==> config.mk <==
export PLATFORM = sky130hd
export DESIGN_NAME = float_byte_feeder
export DESIGN_NICKNAME = d
export VERILOG_FILES = /design/src/rtl/float_fmt_pkg.sv /design/src/rtl/float_gap_timer.sv /design/src/rtl/float_byte_feeder.sv
export SDC_FILE = /design/constraint.sdc
export NUM_CORES = 1
export LEC_CHECK = 0
export ABC_AREA = 1
export CORE_MARGIN = 2
export CORE_UTILIZATION = 35
export CTS_CLUSTER_DIAMETER = 60
export DETAILED_ROUTE_END_ITERATION = 7
export SKIP_CTS_REPAIR_TIMING = 1
export SYNTH_ARGS = -nofsm -noshare
export SYNTH_HDL_FRONTEND = slang
export SYNTH_SLANG_ARGS = --single-unit
==> constraint.sdc <==
create_clock -name clk -period 2.2 [get_ports clk]
set_clock_uncertainty 0.1 [all_clocks]
set_input_delay 0.44 -clock clk [delete_from_list [all_inputs] [get_ports clk]]
set_output_delay 0.44 -clock clk [all_outputs]
set_load 0.1 [all_outputs]
==> src/rtl/float_fmt_pkg.sv <==
// Shared float format helpers for the byte feeder and the float-to-fixed converter.
package float_fmt_pkg;

    localparam int BYTES_PER_WORD_FLOAT  = 4;
    localparam int BYTES_PER_WORD_DOUBLE = 8;

    typedef enum logic [1:0] {
        ST_IDLE    = 2'd0,
        ST_COLLECT = 2'd1,
        ST_ISSUE   = 2'd2
    } feeder_state_t;

    function automatic int float_wid(input string fmt);
        return (fmt == "float") ? 32 : 64;
    endfunction

    function automatic int exp_wid(input string fmt);
        return (fmt == "float") ? 8 : 11;
    endfunction

    function automatic int mant_wid(input string fmt);
        return (fmt == "float") ? 23 : 52;
    endfunction

    function automatic int bytes_per_word(input string fmt);
        return (fmt == "float") ? BYTES_PER_WORD_FLOAT : BYTES_PER_WORD_DOUBLE;
    endfunction

endpackage

==> src/rtl/float_gap_timer.sv <==
// Inter-byte gap timer: down-counter reloaded on every accepted byte, expires at terminal count.
module float_gap_timer #(
    parameter int TIMEOUT = 1024
) (
    input  logic clk,
    input  logic rstn,
    input  logic load,
    input  logic clear,
    input  logic run,
    output logic expire
);

    localparam int CW = $clog2(TIMEOUT + 1);

    logic [CW-1:0] cnt;

    // Expires during the TIMEOUT-th idle cycle after the last reload.
    assign expire = run && (cnt == CW'(1));

    always_ff @(posedge clk or negedge rstn) begin
        if (!rstn) begin
            cnt <= '0;
        end else if (clear) begin
            cnt <= '0;
        end else if (load) begin
            cnt <= CW'(TIMEOUT);
        end else if (run && (cnt != '0)) begin
            cnt <= cnt - CW'(1);
        end
    end

endmodule

==> src/rtl/float_byte_feeder.sv <==
// Assembles an IEEE754 word from a byte stream and drives the converter enable window.
// state   | meaning
// IDLE    | waiting for the first byte of a word
// COLLECT | filling the shadow word, gap timer running
// ISSUE   | conv_en window open, watching for conv_done
module float_byte_feeder
    import float_fmt_pkg::*;
#(
    parameter string FLOAT_FMT   = "double",
    parameter string BYTE_ORDER  = "LSB_FIRST",
    parameter int    EN_CYCLES   = 9,
    parameter int    GAP_TIMEOUT = 1024,
    localparam int   FLOAT_WID   = float_wid(FLOAT_FMT)
) (
    input  logic                 clk,
    input  logic                 rstn,
    input  logic                 byte_valid,
    input  logic [7:0]           byte_data,
    output logic                 byte_ready,
    input  logic                 abort,
    output logic [FLOAT_WID-1:0] float_val,
    output logic                 conv_en,
    input  logic                 conv_done,
    output logic                 word_done,
    output logic                 conv_err,
    output logic                 frame_err,
    output logic [15:0]          word_cnt
);

    localparam int BPW       = FLOAT_WID / 8;
    localparam int IDX_W     = $clog2(BPW);
    localparam int EN_W      = $clog2(EN_CYCLES + 1);
    localparam bit MSB_FIRST = (BYTE_ORDER == "MSB_FIRST");
    localparam logic [IDX_W-1:0] IDX_LAST = IDX_W'(BPW - 1);

    feeder_state_t          state, state_d;
    logic [FLOAT_WID-1:0]   shadow, shadow_d, merged, float_d;
    logic [IDX_W-1:0]       idx, idx_d, pos;
    logic [EN_W-1:0]        en_cnt, en_cnt_d;
    logic                   done_seen, seen_d, window_hit;
    logic                   conv_en_d, word_done_d, conv_err_d, frame_err_d, byte_ready_d;
    logic [15:0]            word_cnt_d;
    logic                   accept, tmr_load, tmr_clear, tmr_run, tmr_expire;

    assign accept  = byte_valid && byte_ready;
    assign tmr_run = (state == ST_COLLECT) && !accept && !abort;

    float_gap_timer #(
        .TIMEOUT (GAP_TIMEOUT)
    ) u_gap_timer (
        .clk    (clk),
        .rstn   (rstn),
        .load   (tmr_load),
        .clear  (tmr_clear),
        .run    (tmr_run),
        .expire (tmr_expire)
    );

    always_ff @(posedge clk or negedge rstn) begin
        if (!rstn) begin
            state      <= ST_IDLE;
            shadow     <= '0;
            idx        <= '0;
            float_val  <= '0;
            conv_en    <= 1'b0;
            en_cnt     <= '0;
            done_seen  <= 1'b0;
            word_done  <= 1'b0;
            conv_err   <= 1'b0;
            frame_err  <= 1'b0;
            word_cnt   <= '0;
            byte_ready <= 1'b0;
        end else begin
            state      <= state_d;
            shadow     <= shadow_d;
            idx        <= idx_d;
            float_val  <= float_d;
            conv_en    <= conv_en_d;
            en_cnt     <= en_cnt_d;
            done_seen  <= seen_d;
            word_done  <= word_done_d;
            conv_err   <= conv_err_d;
            frame_err  <= frame_err_d;
            word_cnt   <= word_cnt_d;
            byte_ready <= byte_ready_d;
        end
    end

    always_comb begin
        state_d     = state;
        shadow_d    = shadow;
        idx_d       = idx;
        float_d     = float_val;
        conv_en_d   = conv_en;
        en_cnt_d    = en_cnt;
        seen_d      = done_seen;
        word_done_d = 1'b0;
        conv_err_d  = 1'b0;
        frame_err_d = 1'b0;
        word_cnt_d  = word_cnt;
        tmr_load    = 1'b0;
        tmr_clear   = 1'b0;
        window_hit  = done_seen || conv_done;

        pos    = MSB_FIRST ? (IDX_LAST - idx) : idx;
        merged = shadow;
        merged[{pos, 3'b000} +: 8] = byte_data;

        if (abort) begin
            state_d   = ST_IDLE;
            shadow_d  = '0;
            idx_d     = '0;
            conv_en_d = 1'b0;
            en_cnt_d  = '0;
            seen_d    = 1'b0;
            tmr_clear = 1'b1;
        end else begin
            case (state)
                ST_IDLE, ST_COLLECT: begin
                    if (accept) begin
                        if (idx == IDX_LAST) begin
                            float_d   = merged;
                            shadow_d  = '0;
                            idx_d     = '0;
                            conv_en_d = 1'b1;
                            en_cnt_d  = EN_W'(EN_CYCLES);
                            seen_d    = 1'b0;
                            tmr_clear = 1'b1;
                            state_d   = ST_ISSUE;
                        end else begin
                            shadow_d = merged;
                            idx_d    = idx + IDX_W'(1);
                            tmr_load = 1'b1;
                            state_d  = ST_COLLECT;
                        end
                    end else if (tmr_expire) begin
                        shadow_d    = '0;
                        idx_d       = '0;
                        frame_err_d = 1'b1;
                        tmr_clear   = 1'b1;
                        state_d     = ST_IDLE;
                    end
                end
                ST_ISSUE: begin
                    if (conv_done) begin
                        seen_d = 1'b1;
                    end
                    if (en_cnt == EN_W'(1)) begin
                        conv_en_d   = 1'b0;
                        en_cnt_d    = '0;
                        seen_d      = 1'b0;
                        word_done_d = window_hit;
                        conv_err_d  = !window_hit;
                        if (window_hit) begin
                            word_cnt_d = word_cnt + 16'd1;
                        end
                        state_d = ST_IDLE;
                    end else begin
                        en_cnt_d = en_cnt - EN_W'(1);
                    end
                end
                default: state_d = ST_IDLE;
            endcase
        end

        byte_ready_d = (state_d != ST_ISSUE);
    end

endmodule

-- Word level (Yosys, flattened, before mapping)
Index checks and enable logic that the tools add are counted.
- register bits after elaboration: 170
- bits of input ports: 13
- output and inout bits: 85
- word-level logic and storage cells: 107
- add/sub/neg operators: 5
- eq/ne operators: 10
- shift operators: 2
- multiplexer cells: 54
- bitwise operators: 1
- reductions and logical operators: 22
- operator list (operator ; count):
    $mux 64 ; 5
    $bwmux 64 ; 1
    $shift 8x8->64 const A ; 1
    $shiftx 8x8->64 ; 1
    $mux 11 ; 3
    $mux 1 ; 27
    $add 16x1->16 const B ; 1
    $mux 4 ; 4
    $reduce_and 4->1 ; 4
    $mux 3 ; 5
    $eq 11x1->1 const B ; 1
    $reduce_bool 11->1 ; 1
    $sub 11x1->11 const B ; 1
    $mux 2 ; 5
    $ne 3x3->1 const B ; 3
    $reduce_bool 3->1 ; 3
    $neg 6->8 ; 1
    $pmux 4 s2 ; 1
    $logic_and 1x1->1 ; 5
    $eq 4x1->1 const B ; 1
    $ne 4x4->1 const B ; 1
    $pmux 1 s2 ; 2
    $pmux 2 s2 ; 1
    $sub 4x1->4 const B ; 1
    other kinds (13) ; 15

-- Logic depth before layout (Yosys ltp)
Gate-level depths: netlist (run 1).
- word-level depth: 10
- depth in mapped cells: 13
- depth with buffers taken out: 12

-- By module
A second synthesis (run 1) with hierarchy kept.
- cell total of the unflattened synthesis: 1049
- area total of the unflattened synthesis: 8326.7 µm²
- by module, submodules not included (module ; instances ; cells an instance ; area an instance (µm²) ; seq. area each (µm²)):
    float_byte_feeder ; 1 ; 954 ; 7604.8 ; 3978.8
    float_gap_timer ; 1 ; 95 ; 721.9 ; 275.3

-- Worst setup path after synthesis (run 1)
OpenSTA, ideal clock, no wires.
- path type: flip-flop to flip-flop
- start point: reg byte_ready
- end point: reg float_val[31]
- library setup time: 0.125 ns
- arrival: 2.080 ns
- required time: 1.975 ns
- setup slack: -0.105 ns
- cell stages (with the launch flop): 11
- path buffers: 3
- period minus slack after synthesis: 2.305 ns
- cell sequence: dfrtp_1 > nand2_1 > nor2_1 > nand2_1 > nor2_1 > inv_2 > buf_6 > buf_6 > buf_6 > nand2_1 > o21ai_1
- word-level cells in the longest chain between the ends: 2
- ends and longest elaborated chain (what ; RTL line ; RTL):
    start, declared ; float_byte_feeder.sv:19 ; output logic byte_ready,
    start signal, assigned ; float_byte_feeder.sv:85 ; byte_ready <= byte_ready_d;
    $logic_and 1x1->1 ; float_byte_feeder.sv:45 ; assign accept = byte_valid && byte_ready;
    $reduce_and 4->1 (no line) ; -- ;
    end signal, assigned ; float_byte_feeder.sv:77 ; float_val <= float_d;
    end, declared ; float_byte_feeder.sv:21 ; output logic [FLOAT_WID-1:0] float_val,
No other way between the ends.
A chain may end at the register's enable or synchronous reset.

-- Final worst setup path (run 1)
- start point: reg idx[1]
- end point: reg shadow[31]
- word-level cells in the longest chain between the ends: 7
- elaborated cells between the ends (all ways): 9
- those cells by class: 1 x add/sub; 1 x eq/ne; 2 x shift; 5 x mux
- ends and longest elaborated chain (what ; RTL line ; RTL):
    start, declared ; float_byte_feeder.sv:38 ; logic [IDX_W-1:0] idx, idx_d, pos;
    start signal, assigned ; float_byte_feeder.sv:76 ; idx <= idx_d;
    $neg 6->8 ; float_byte_feeder.sv:107 ; merged[{pos, 3'b000} +: 8] = byte_data;
    $shiftx 8x8->64 or $shift 8x8->64 (tied branches) ; float_byte_feeder.sv:107 ;
    $bwmux 64 ; float_byte_feeder.sv:107 ;
    $mux 64 (*) ; float_byte_feeder.sv:121 ; if (idx == IDX_LAST) begin
    $mux 64 (*) ; float_byte_feeder.sv:120 ; if (accept) begin
    $mux 64 (*) ; float_byte_feeder.sv:118 ; case (state)
    $mux 64 (*) ; float_byte_feeder.sv:109 ; if (abort) begin
    end signal, assigned ; float_byte_feeder.sv:75 ; shadow <= shadow_d;
    end, declared ; float_byte_feeder.sv:37 ; logic [FLOAT_WID-1:0] shadow, shadow_d, merged, float_d;
Mark *: on every way between the ends. The rest lies on a longest branch, timed or not. The select of a mux whose other input is x is not followed.

==> flow_results.xml, run 1 <==
<?xml version="1.0" encoding="UTF-8"?>
<metrics>
  <group name="outcome">
    <metric name="status" unit="">completed</metric>
  </group>
  <group name="cells_and_area">
    <metric name="layout-drive-gt1-share" unit="%">16.6</metric>
    <metric name="fill_cells" unit="">2343</metric>
    <metric name="layout-area-overhead-vs-synth" unit="%">24.3</metric>
    <metric name="nets" unit="">1204</metric>
    <metric name="mostFrequentLayoutCell" unit="">nand2_1</metric>
    <metric name="most-common-layout-cells" unit="">nand2_1 (428), dfrtp_1 (169), buf_4 (119)</metric>
    <metric name="n_antenna_cell" unit="">0</metric>
  </group>
  <group name="drt">
    <metric name="detail_route.iter0.violations" unit="">488</metric>
    <metric name="detail-route-antenna-nets" unit="">0</metric>
    <metric name="finalWirelength" unit="um">20900</metric>
    <metric name="drt_pre_antenna_iters" unit="">5</metric>
    <metric name="vias" unit="">6976</metric>
    <metric name="drt_drc_violations_left" unit="">0</metric>
    <metric name="drt-vias-per-instance" unit="">4.61</metric>
    <metric name="routed_wire_length_per_instance" unit="um">13.8</metric>
  </group>
  <group name="pwr">
    <metric name="share_comb_of_total_power" unit="%">9.4</metric>
    <metric name="p_leak" unit="uW">0.00521</metric>
    <metric name="p_int" unit="uW">4910</metric>
    <metric name="power.density" unit="nW/um^2">667</metric>
    <metric name="p_clk_share" unit="%">44.0</metric>
    <metric name="net-switching-power" unit="uW">1940</metric>
    <metric name="worst_vdd_rail_ir_drop" unit="V">0.000495</metric>
    <metric name="switching_share" unit="%">28.3</metric>
    <metric name="seq_power_share" unit="%">46.6</metric>
    <metric name="totalPowerFinal" unit="uW">6850</metric>
  </group>
  <group name="critical_path">
    <metric name="crit_fanout" unit="">4</metric>
    <metric name="worst_setup_path_start_kind" unit="">flop</metric>
    <metric name="critPathKind" unit="">flop to flop</metric>
    <metric name="worst_ep_arrival_time" unit="ns">2.28</metric>
    <metric name="end_kind" unit="">flop</metric>
    <metric name="worst_ep_required_time" unit="ns">2.41</metric>
  </group>
  <group name="timing">
    <metric name="fmax" unit="MHz">483</metric>
    <metric name="final.min_clock_period" unit="ns">2.07</metric>
    <metric name="setup_viol" unit="">0</metric>
    <metric name="layout_worst_path_cycle_share" unit="%">94.1</metric>
    <metric name="max-slew-margin-rel" unit="%">71.5</metric>
    <metric name="postLayoutSetupSlackWorst" unit="ns">0.129</metric>
    <metric name="number_of_hold_violations_in_the_final_report" unit="">0</metric>
    <metric name="final_max_slew_viol_count" unit="">0</metric>
    <metric name="hold_slack" unit="ns">0.376</metric>
    <metric name="tightestPinTransition" unit="ns">0.427</metric>
    <metric name="setup_repair_after_global_routing_missed_its_margin" unit="">no</metric>
  </group>
  <group name="grt">
    <metric name="grt.overflow.total" unit="">0</metric>
    <metric name="grt_start_max_net_pins" unit="">71</metric>
    <metric name="track_usage" unit="%">17.1</metric>
    <metric name="grt_antenna_before_repair" unit="">0</metric>
    <metric name="grt_first_pass_wirelength" unit="um">33500</metric>
    <metric name="grt_pass1_vias" unit="">6404</metric>
  </group>
  <group name="placement">
    <metric name="rd_place_congestion" unit="">0.808</metric>
    <metric name="hpwlAfterDp" unit="um">14200</metric>
    <metric name="preCtsSetupSlack" unit="ns">0.0235</metric>
    <metric name="io_buffer_count" unit="">97</metric>
  </group>
  <group name="yosys">
    <metric name="synth.avg_cell_area" unit="sq um">7.77</metric>
    <metric name="yosys_register_bits" unit="">170</metric>
    <metric name="number_of_distinct_library_cells_after_synthesis" unit="">30</metric>
    <metric name="synthesized_instance_count" unit="">1063</metric>
    <metric name="postSynth.asyncResetShare" unit="%">100</metric>
    <metric name="synth_sequential_area_ratio" unit="%">51.5</metric>
    <metric name="synth.cell_area" unit="sq um">8260</metric>
    <metric name="postSynth.topFlopCell" unit="">dfrtp_1</metric>
    <metric name="ys.warnings.count" unit="">0</metric>
    <metric name="post_synth_edffs" unit="">0</metric>
    <metric name="synth.net_count" unit="">1087</metric>
  </group>
  <group name="cts">
    <metric name="clkTransAtPathRegs" unit="ns">0.07</metric>
    <metric name="clock_insertion_delay_worst_skew" unit="ns">0.42</metric>
    <metric name="cts.sinks" unit="">170</metric>
    <metric name="clock_tree.htree_level_count" unit="">4</metric>
    <metric name="tritoncts" unit="">yes</metric>
    <metric name="clk_root_buffer_cell" unit="">clkbuf_16</metric>
    <metric name="cts.path.max_buffers" unit="">2</metric>
    <metric name="cts_made_buffers" unit="">17</metric>
  </group>
  <group name="die">
    <metric name="design.die.area" unit="sq um">24800</metric>
    <metric name="core_region_area" unit="sq um">23300</metric>
    <metric name="start_util" unit="%">35.4</metric>
    <metric name="die_width" unit="um">158</metric>
    <metric name="row_count" unit="">56</metric>
    <metric name="chipHeight" unit="um">158</metric>
    <metric name="floorplan.io_pins" unit="">98</metric>
  </group>
  <group name="run">
    <metric name="max_cap_viol_count" unit="">0</metric>
  </group>
  <group name="min_path">
    <metric name="worstHoldPathType" unit="">flop to flop</metric>
  </group>
</metrics>
==> cell type report <==
cell class	instances	area, sq um	area share [%]
clock inverter	15	170	1.66
clock buffer	17	425	4.14
inverter	71	268	2.61
tap	319	399	3.89
multi-input combinational	774	3440	33.5
timing repair buffer	146	1310	12.7
sequential	170	4260	41.5
==> worst max-delay path, cell delays in order, from the launching register on <==
cell	delay, ns
dfrtp_1	0.39
inv_1	0.06
ha_1	0.19
ha_1	0.34
inv_2	0.17
nor2_4	0.06
buf_4	0.15
o21ai_0	0.32
nor2_1	0.07
nand2_1	0.08
nand2_1	0.05
==> synthesized netlist by cell type (2+ instances only) <==
cell | instances | share of area [%]
nand3b_1 | 8 | 0.73
nand3_1 | 23 | 1.4
nand4_1 | 6 | 0.45
buf_2 | 23 | 1.4
buf_4 | 4 | 0.36
o21ai_0 | 93 | 5.6
or2_2 | 2 | 0.15
buf_6 | 13 | 1.8
inv_1 | 65 | 3.0
nand2_1 | 430 | 20
nor2_4 | 5 | 0.68
clkbuf_1 | 4 | 0.18
nor2_2 | 6 | 0.45
inv_2 | 6 | 0.27
dfrtp_1 | 170 | 52
nor2_1 | 116 | 5.3
ha_1 | 11 | 1.7
xnor2_1 | 4 | 0.42
o21ai_1 | 38 | 2.3
nand2_2 | 5 | 0.38
nor3_1 | 8 | 0.48
xor2_1 | 9 | 0.95
a21oi_1 | 5 | 0.30
buf_1 | 2 | 0.091
clkbuf_2 | 2 | 0.12
==> power groups by stage <==
stage	Clock (uW)	Combinational (uW)	Sequential (uW)
final	3010	646	3190
after global routing	3190	719	3200
after CTS	3080	635	3190
after detailed placement	0	633	3250
after global placement	0	629	3250
after floorplan	0	340	3270
==> worst paths after layout <==
kind	slack, ns	cells after the start	startpoint	endpoint
setup / recovery	0.13	10	idx[1]$_DFFE_PN0P_	shadow[31]$_DFFE_PN0P_
setup reg to reg	0.13	10	idx[1]$_DFFE_PN0P_	shadow[31]$_DFFE_PN0P_
min in group asynchronous	0.40	2	rstn	float_val[38]$_DFFE_PN0P_
hold / removal	0.38	2	shadow[28]$_DFFE_PN0P_	shadow[28]$_DFFE_PN0P_
max in group asynchronous	0.96	3	rstn	en_cnt[3]$_DFFE_PN0P_
hold reg to reg	0.38	2	shadow[28]$_DFFE_PN0P_	shadow[28]$_DFFE_PN0P_
==> per-stage QoR <==
step / setup TNS, ns / std cells / util (%) / instance area, sq um
2_1_floorplan: 0 / 1063 / - / 8260
3_3_place_gp: -0.00343 / 1471 / 40.9 / 9550
3_5_place_dp: 0 / 1471 / 40.9 / 9550
4_1_cts: 0 / 1503 / 43.5 / 10100
5_1_grt: 0 / 1512 / 44.0 / 10300
6_report: 0 / 1512 / 44.0 / 10300
==> registers in the layout, summed over array words and instances, names as in the netlist, 2 cells and up <==
| signal | count |
|---|---|
| en_cnt | 4 |
| state | 2 |
| u_gap_timer.cnt | 11 |
| float_val | 64 |
| shadow | 64 |
| idx | 3 |
| word_cnt | 16 |
==> cell families after synthesis <==
group           after synthesis  synth area share (%)
compound gates              139                  8.52
simple gates                611                  29.8
fa+ha+maj                    11                  1.67
buf+inv                     119                  7.15
flops                       170                  51.5
xor+xnor                     13                  1.38
==> layer usage <==
layer / part of all wire (%) / up-vias / track usage, %
li1: - / 3553 / -
met1: 49 / 3281 / 25.1
met2: 47 / 128 / 26.8
met3: 3.8 / 14 / 2.74
met4: 0.92 / 0 / 3.81
met5: 0 / - / 0
(Power assumes the default switching activity.)
==> run 2, diff against run 1 <==
--- a/config.mk
+++ b/config.mk
@@ -6,10 +6,13 @@
 export NUM_CORES = 1
 export LEC_CHECK = 0
 export ABC_AREA = 1
+export CELL_PAD_IN_SITES_DETAIL_PLACEMENT = 0
+export CELL_PAD_IN_SITES_GLOBAL_PLACEMENT = 1
 export CORE_MARGIN = 2
 export CORE_UTILIZATION = 35
 export CTS_CLUSTER_DIAMETER = 60
 export DETAILED_ROUTE_END_ITERATION = 7
+export PLACE_DENSITY_LB_ADDON = 0.1
 export SKIP_CTS_REPAIR_TIMING = 1
 export SYNTH_ARGS = -nofsm -noshare
 export SYNTH_HDL_FRONTEND = slang
==> run 2 against run 1 <==
Effect of this change:
- worst setup slack worse by 0.031 ns
- die area stayed put
- global-route usage is 1.5 points higher
- total power is 0.99% higher
- combinational power is 0.8% higher
- core utilization is 0.29 points lower
==> flow_results.xml, run 2 (synthesis results as in run 1) <==
<?xml version="1.0" encoding="UTF-8"?>
<metrics>
  <group name="die">
    <metric name="die_width" unit="um">158</metric>
    <metric name="core_region_area" unit="sq um">23300</metric>
    <metric name="design.die.area" unit="sq um">24800</metric>
    <metric name="chipHeight" unit="um">158</metric>
    <metric name="row_count" unit="">56</metric>
    <metric name="floorplan.io_pins" unit="">98</metric>
    <metric name="start_util" unit="%">35.4</metric>
  </group>
  <group name="grt">
    <metric name="grt_first_pass_wirelength" unit="um">35600</metric>
    <metric name="grt_pass1_vias" unit="">6448</metric>
    <metric name="grt.overflow.total" unit="">0</metric>
    <metric name="track_usage" unit="%">18.6</metric>
    <metric name="grt_start_max_net_pins" unit="">75</metric>
    <metric name="grt_antenna_before_repair" unit="">0</metric>
  </group>
  <group name="critical_path">
    <metric name="crit_path_top_delay_cell" unit="">dfrtp_1</metric>
    <metric name="worst_ep_required_time" unit="ns">2.42</metric>
    <metric name="worst_setup_path_start_kind" unit="">flop</metric>
    <metric name="reg2reg_depth" unit="">11</metric>
    <metric name="cp_num_cells" unit="">11</metric>
    <metric name="timing.rr.start" unit="">idx[0]$_DFFE_PN0P_</metric>
    <metric name="path_delay_family" unit="">simple AND/OR/NAND/NOR gates</metric>
    <metric name="end_kind" unit="">flop</metric>
    <metric name="critPathKind" unit="">flop to flop</metric>
    <metric name="rr_endpoint" unit="">shadow[55]$_DFFE_PN0P_</metric>
    <metric name="setup.reg_to_reg.worst_slack" unit="ns">0.1</metric>
    <metric name="timing.critical_path.slowest_cell_delay" unit="ns">0.35</metric>
    <metric name="worst_ep_arrival_time" unit="ns">2.32</metric>
    <metric name="path_cells" unit="">inv_2 &gt; ha_1 &gt; ha_1 &gt; inv_1 &gt; nand3_1 &gt; nor2_1 &gt; nand2_2 &gt; o21ai_0 &gt; nor2_1 &gt; nand2_1 &gt; nand2_1</metric>
    <metric name="critical_path_buf_inv_count" unit="">2</metric>
    <metric name="crit_fanout" unit="">16</metric>
  </group>
  <group name="cts">
    <metric name="clkTransAtPathRegs" unit="ns">0.07</metric>
    <metric name="clock_tree.htree_level_count" unit="">4</metric>
    <metric name="clk_root_buffer_cell" unit="">clkbuf_16</metric>
    <metric name="tritoncts" unit="">yes</metric>
    <metric name="cts_made_buffers" unit="">17</metric>
    <metric name="clock_insertion_delay_worst_skew" unit="ns">0.42</metric>
    <metric name="cts.sinks" unit="">170</metric>
    <metric name="cts.path.max_buffers" unit="">2</metric>
  </group>
  <group name="cells_and_area">
    <metric name="n_antenna_cell" unit="">0</metric>
    <metric name="layout-area-overhead-vs-synth" unit="%">23.5</metric>
    <metric name="final_std_cells_w_o_fill" unit="">1503</metric>
    <metric name="nets" unit="">1197</metric>
    <metric name="largest_regs" unit="">float_val: 64 flops, shadow: 64 flops, word_cnt: 16 flops</metric>
    <metric name="multiInputGateArea" unit="sq um">3430</metric>
    <metric name="most-common-layout-cells" unit="">nand2_1 (428), dfrtp_1 (169), nor2_1 (116)</metric>
    <metric name="layout.area.seq" unit="sq um">4260</metric>
    <metric name="layout-drive-gt1-share" unit="%">15.8</metric>
    <metric name="mostFrequentLayoutCell" unit="">nand2_1</metric>
    <metric name="fin_util" unit="%">43.7</metric>
    <metric name="fill_cells" unit="">2407</metric>
    <metric name="design_area" unit="sq um">10200</metric>
  </group>
  <group name="drt">
    <metric name="drt_drc_violations_left" unit="">0</metric>
    <metric name="finalWirelength" unit="um">22100</metric>
    <metric name="drt_pre_antenna_iters" unit="">5</metric>
    <metric name="vias" unit="">6838</metric>
    <metric name="detail_route.iter0.violations" unit="">465</metric>
    <metric name="drt-vias-per-instance" unit="">4.55</metric>
    <metric name="detail-route-antenna-nets" unit="">0</metric>
    <metric name="routed_wire_length_per_instance" unit="um">14.7</metric>
  </group>
  <group name="timing">
    <metric name="setup_repair_after_global_routing_missed_its_margin" unit="">yes</metric>
    <metric name="setup_viol" unit="">0</metric>
    <metric name="number_of_hold_violations_in_the_final_report" unit="">0</metric>
    <metric name="hold_slack" unit="ns">0.337</metric>
    <metric name="fmax" unit="MHz">476</metric>
    <metric name="fin_tns_setup" unit="ns">0</metric>
    <metric name="layout_worst_path_cycle_share" unit="%">95.6</metric>
    <metric name="final_max_slew_viol_count" unit="">0</metric>
    <metric name="max-slew-margin-rel" unit="%">75.8</metric>
    <metric name="tightestPinTransition" unit="ns">0.360</metric>
    <metric name="final.min_clock_period" unit="ns">2.10</metric>
  </group>
  <group name="placement">
    <metric name="post-place-cells" unit="">1470</metric>
    <metric name="io_buffer_count" unit="">97</metric>
    <metric name="place_area" unit="sq um">9540</metric>
    <metric name="rd_place_congestion" unit="">0.776</metric>
    <metric name="hpwlAfterDp" unit="um">14800</metric>
  </group>
  <group name="run">
    <metric name="max_cap_viol_count" unit="">0</metric>
  </group>
  <group name="pwr">
    <metric name="p_leak" unit="uW">0.00516</metric>
    <metric name="power.density" unit="nW/um^2">678</metric>
    <metric name="worst_vdd_rail_ir_drop" unit="V">0.000392</metric>
  </group>
  <group name="outcome">
    <metric name="status" unit="">completed</metric>
  </group>
  <group name="min_path">
    <metric name="worstHoldPathType" unit="">primary input to async pin</metric>
  </group>
</metrics>
run 2: layer usage:
metal | vias to the layer above | track usage [%] | routed length [um]
li1 | 3533 | - | -
met1 | 3183 | 27.1 | 10800
met2 | 108 | 29.2 | 10200
met3 | 14 | 3.01 | 831
met4 | 0 | 4.37 | 222
met5 | - | 0 | 0
run 2: worst max-delay path by stage:
stage                               end               startpoint
3_3_place_gp     shadow[15]$_DFFE_PN0P_                    abort
6_report         shadow[55]$_DFFE_PN0P_       idx[0]$_DFFE_PN0P_
4_1_cts          shadow[21]$_DFFE_PN0P_       idx[0]$_DFFE_PN0P_
2_1_floorplan  word_cnt[12]$_DFFE_PN0P_  word_cnt[3]$_DFFE_PN0P_
5_1_grt          shadow[55]$_DFFE_PN0P_       idx[0]$_DFFE_PN0P_
3_5_place_dp      en_cnt[2]$_DFFE_PN0P_                    abort
run 2: report_power, final:
part           internal (uW)  switching (uW)
clock                   1810            1260
combinational            208             443
sequential              3170            27.8
run 2: worst reg2reg max path: stages (launching register included):
cell	delay, ns
dfrtp_1	0.35
inv_2	0.05
ha_1	0.21
ha_1	0.21
inv_1	0.07
nand3_1	0.12
nor2_1	0.15
nand2_2	0.21
o21ai_0	0.35
nor2_1	0.07
nand2_1	0.06
nand2_1	0.05
run 2: metrics by stage:
| stage | setup slack (ns) | total power [uW] |
|---|---|---|
| floorplan | 0.0490 | 3610 |
| global placement | 0.0659 | 3910 |
| detailed placement | -0.0307 | 3910 |
| CTS | 0.0787 | 7010 |
| global route | -0.00814 | 7210 |
| finish | 0.0978 | 6910 |
run 2: cell type report:
type	count	share of cell area, %
inverters	71	2.63
multi-input cells	774	33.7
clock buffers	20	4.38
clock inverters	10	1.41
repair buffers	139	12.3
well taps	319	3.91
flip-flops and latches	170	41.7
==> run 3, diff against run 2 <==
--- a/config.mk
+++ b/config.mk
@@ -6,12 +6,14 @@
 export NUM_CORES = 1
 export LEC_CHECK = 0
 export ABC_AREA = 1
+export ABC_CLOCK_PERIOD_IN_PS = 2200
 export CELL_PAD_IN_SITES_DETAIL_PLACEMENT = 0
 export CELL_PAD_IN_SITES_GLOBAL_PLACEMENT = 1
 export CORE_MARGIN = 2
 export CORE_UTILIZATION = 35
 export CTS_CLUSTER_DIAMETER = 60
 export DETAILED_ROUTE_END_ITERATION = 7
+export HOLD_SLACK_MARGIN = 0.1
 export PLACE_DENSITY_LB_ADDON = 0.1
 export SKIP_CTS_REPAIR_TIMING = 1
 export SYNTH_ARGS = -nofsm -noshare
==> results of run 3 <==
Same layout as run 2: the final DEF is identical, and so are final timing and power.
